`src/rtl/heater_bit_modulator.sv`:
```
// Serialises message words MSB-first onto a bank of RO heater enables, holding each bit for a latched
// number of cycles. Accepts one word over valid/ready handshake when idle; abort cancels the word in flight.
module heater_bit_modulator #(
   parameter int DATA_WIDTH   = 32,
   parameter int PERIOD_WIDTH = 32,
   parameter int NUM_HEATERS  = 64,
   localparam int IDX_WIDTH   = $clog2(DATA_WIDTH)
) (
   input  logic                    clk,
   input  logic                    rst,
   input  logic                    msg_valid,
   output logic                    msg_ready,
   input  logic [DATA_WIDTH-1:0]   msg_data,
   input  logic [PERIOD_WIDTH-1:0] bit_period,
   input  logic                    abort,
   output logic [NUM_HEATERS-1:0]  heat_en,
   output logic                    busy,
   output logic [IDX_WIDTH-1:0]    bit_idx,
   output logic                    done
);

   typedef enum logic {IDLE, SEND} state_t;

   state_t                  state;
   logic [DATA_WIDTH-1:0]   shift_reg;
   logic [PERIOD_WIDTH-1:0] period;
   logic [PERIOD_WIDTH-1:0] cycle_cnt;
   logic [PERIOD_WIDTH-1:0] period_eff;
   logic                    accept;

   assign msg_ready = (state == IDLE) & ~abort;
   assign accept    = msg_valid & msg_ready;

   always_comb begin
      period_eff = bit_period;
      if (bit_period == '0)
         period_eff = PERIOD_WIDTH'(1);
   end

   always_ff @(posedge clk or posedge rst) begin
      if (rst) begin
         state     <= IDLE;
         shift_reg <= '0;
         period    <= '0;
         cycle_cnt <= '0;
         heat_en   <= '0;
         busy      <= 1'b0;
         bit_idx   <= '0;
         done      <= 1'b0;
      end else begin
         done <= 1'b0;
         case (state)
            IDLE: begin
               if (accept) begin
                  state     <= SEND;
                  shift_reg <= msg_data;
                  period    <= period_eff;
                  cycle_cnt <= PERIOD_WIDTH'(1);
                  heat_en   <= {NUM_HEATERS{msg_data[DATA_WIDTH-1]}};
                  busy      <= 1'b1;
                  bit_idx   <= IDX_WIDTH'(DATA_WIDTH - 1);
               end
            end
            SEND: begin
               // Abort takes priority even over the final bit completing, so no done pulse.
               if (abort || (cycle_cnt == period && bit_idx == '0)) begin
                  state     <= IDLE;
                  cycle_cnt <= '0;
                  heat_en   <= '0;
                  busy      <= 1'b0;
                  bit_idx   <= '0;
                  done      <= ~abort;
               end else if (cycle_cnt == period) begin
                  shift_reg <= shift_reg << 1;
                  heat_en   <= {NUM_HEATERS{shift_reg[DATA_WIDTH-2]}};
                  bit_idx   <= bit_idx - 1'b1;
                  cycle_cnt <= PERIOD_WIDTH'(1);
               end else begin
                  cycle_cnt <= cycle_cnt + 1'b1;
               end
            end
            default: state <= IDLE;
         endcase
      end
   end

endmodule

```
`config.mk`:
```
export PLATFORM = sky130hd
export DESIGN_NAME = heater_bit_modulator
export DESIGN_NICKNAME = d
export VERILOG_FILES = /design/src/rtl/heater_bit_modulator.sv
export SDC_FILE = /design/constraint.sdc
export NUM_CORES = 1
export LEC_CHECK = 0
export CAP_MARGIN = 20
export CORE_MARGIN = 2
export CORE_UTILIZATION = 50
export DETAILED_ROUTE_END_ITERATION = 10
export HOLD_SLACK_MARGIN = 0.02
export PLACE_DENSITY = 0.81
export SYNTH_ARGS = -nofsm -noshare
export SYNTH_HDL_FRONTEND = slang
export SYNTH_SLANG_ARGS = --single-unit
```
`constraint.sdc`:
```
create_clock -name clk -period 4.2 [get_ports clk]
set_clock_uncertainty 0.05 [all_clocks]
set_input_delay 0.84 -clock clk [delete_from_list [all_inputs] [get_ports clk]]
set_output_delay 0.84 -clock clk [all_outputs]
set_load 0.02 [all_outputs]
```
==> results.yml <==
critical_path:
  critPathCaptureType: "output port"
  cp.required_ns: 3.31
  r2r_start: "cycle_cnt[13]$_DFFE_PP0P_"
  crit_start: "abort"
  crit_path_max_incr_delay_ns: 0.63
  crit_fanout: 7
  path_cells: "clkdlybuf4s50_1, nor2_1, clkdlybuf4s50_1"
  reg2reg_slack_ns: 1.44
  crit_type: "input pin to output port"
  cp-start-kind: "input pin"
  crit_slowest_cell: "clkdlybuf4s50_1"
  worst_ep_arrival_time_ns: 2.17
  cp_common_cell: "clkdlybuf4s50_1"
finish:
  final_common_cell: "clkdlybuf4s50_1"
  fin_nets: 663
  final_cell_mix: "clkdlybuf4s50_1 (139), dfrtp_1 (103), mux2_2 (63)"
  drive_gt1_share_pct: 16.4
  instances_no_fill: 740
  final_cell_area_um2: 7140
  fillCellCount: 872
  area_delta_synth_final_pct: 24.5
  antennaDiodeCount: 0
global_route:
  grt_usage_pct: 20.7
  grt_pass1_wl_um: 20700
  first_global_vias: 4103
  antenna_found_initial: 0
  grt.overflow.total: 0
  grt_max_degree: 65
clocking:
  cts_tree: "done"
  htreeDepth: 3
  cts_setup_buffers: 0
  clock-sinks: 104
  cts.clk_slew.worst_paths_ns: 0.06
  cts_buffer_depth: 2
  cts_hold_buf: 0
  numCtsBuffers: 9
  clock_latency_ns: 0.34
  post_cts_resize_count: 0
  cts_root_buf: "clkbuf_16"
synthesis:
  synth.distinct_cells: 48
  avgSynthCellArea_um2: 11.1
  synth_fp_nets: 586
  ys.flop_type: "dfrtp_1"
  synth-async-reset-ratio_pct: 100
  synth_edf_count: 0
  ys_seq_area_share_pct: 45.4
  synth_seq_cells: 104
  syn_inst: 515
  synth_area_um2: 5740
  ys.warnings.count: 0
drt:
  vias: 4050
  drtPass1Iterations: 4
  antenna_left: 0
  wl_per_cell_um: 16.9
  vias_per_cell: 5.47
  first_iter_violations: 209
  drc: 0
  drt-total-wl_um: 12500
timing:
  rsz0062_at_grt: "no"
  fmax_mhz: 327
  final-hold-violation-count: 0
  tightest_slew_ns: 0.803
  fin_crit_ns: 3.06
  setup_violations: 0
  final.setup.tns_ns: 0
  slew_headroom_pct: 46.5
  period_share_pct: 72.8
  slew_viol_final: 0
worst_hold_path:
  holdCritPathClass: "register to register"
  min-delay-start: "shift_reg[24]$_DFFE_PP0P_"
job:
  cap_violations: 0
pwr:
  sequentialPowerShare_pct: 40.8
  p_sw_share_pct: 29.3
  p_per_area_nw_per_um2: 439
  leakagePower_nw: 2.84
  p_clk_share_pct: 29.4
  p_int_w: 0.00222
  ir_worst_vdd_uv: 269
  p_comb_share_pct: 29.8
  switchingPower_w: 0.000920
placed_design:
  placedCellCount: 724
  dpl_cell_area_um2: 6810
  hpwl_um: 8790
  io_buffers: 139
  gp_congestion: 0.857
die:
  die_h_um: 111
  num_rows: 39
  initial_core_util_pct: 50.7
  core_area_um2: 11300
  io_pins: 140
  die_width_um: 111
  die_area_um2: 12300
run_status:
  status: "complete, no violations"
final timing paths:
path | cells past startpoint | endpoint
worst min-delay path | 1 | shift_reg[24]$_DFFE_PP0P_
min in group asynchronous | 2 | cycle_cnt[19]$_DFFE_PP0P_
max in group asynchronous | 3 | cycle_cnt[15]$_DFFE_PP0P_
worst max-delay path | 3 | msg_ready
worst max register to register | 7 | shift_reg[5]$_DFFE_PP0P_
worst min register to register | 1 | shift_reg[24]$_DFFE_PP0P_
power groups by stage:
stage               registers (W)  clock network [W]  logic (W)
global route              0.00130           0.000976    0.00100
finish                    0.00128           0.000921   0.000935
detailed placement        0.00130                  0   0.000940
CTS                       0.00128           0.000933   0.000946
global placement          0.00129                  0   0.000916
floorplan                 0.00129                  0   0.000682
synthesized netlist by cell type, types with 2 or more instances:
cell type	number	area share, %
mux2i_1	3	0.52
buf_2	4	0.35
a21oi_1	4	0.35
o22ai_1	2	0.22
and2_1	3	0.33
a211o_1	2	0.31
o21ai_0	5	0.44
clkbuf_1	8	0.52
nor2_1	46	3.0
and3_1	7	0.76
nand4_1	16	1.7
o21a_1	2	0.26
inv_1	9	0.59
nor2b_1	2	0.22
nor4_2	4	0.87
buf_4	63	8.2
xor2_1	14	2.1
dfrtp_1	104	45
nand3_1	11	0.96
mux2_1	27	5.3
o211ai_1	2	0.26
mux2_2	63	12
or2_2	2	0.22
ha_1	3	0.65
buf_6	3	0.59
nor3_1	8	0.70
nand2_1	21	1.4
nor4_1	10	1.1
xnor2_1	48	7.3
logic make-up (layout without fill, tap and decap cells):
kind of cell,count (synthesis),after routing,share of synthesized area (%)
multiplexers,93,93,18.2
AO/OA/AOI/OAI,27,27,3.60
flip-flops,104,104,45.4
AND/OR/NAND/NOR,137,137,12.3
XOR/XNOR,62,62,9.47
adder cells (fa/ha/maj),3,3,0.655
buffers and inverters,89,171,10.4
metrics by stage:
step / setup slack (ns) / util (%) / total power (W) / hold slack [ns]
floorplan: 0.578 / - / 0.00197 / 0.402
global placement: 1.13 / 60.1 / 0.00220 / 0.411
global route: 1.03 / 63.1 / 0.00328 / 0.457
CTS: 1.14 / 63.1 / 0.00316 / 0.435
detailed placement: 1.07 / 60.1 / 0.00224 / 0.418
finish: 1.14 / 63.1 / 0.00314 / 0.434
area by class of cell:
type	instances	area [um2]	area share, %
multi-input combinational	322	2530	35.5
tap	143	179	2.51
clock inverter	4	76.3	1.07
timing repair buffer	146	1460	20.4
inverter	9	36.3	0.508
sequential	104	2600	36.5
clock buffer	12	256	3.59
worst max-delay path: cells and delay by family:
kind,cells,cell delay [ns]
buffers and inverters,2,1.15
and+or+nand+nor,1,0.18
metal layers:
metal	global-route usage, %	up-vias	routed length (um)
li1	-	1880	-
met1	25.6	2032	5180
met3	3.88	16	633
met5	0	-	0
met4	6.34	0	204
met2	37.0	122	6480
Power figures use the tool's default switching activity.
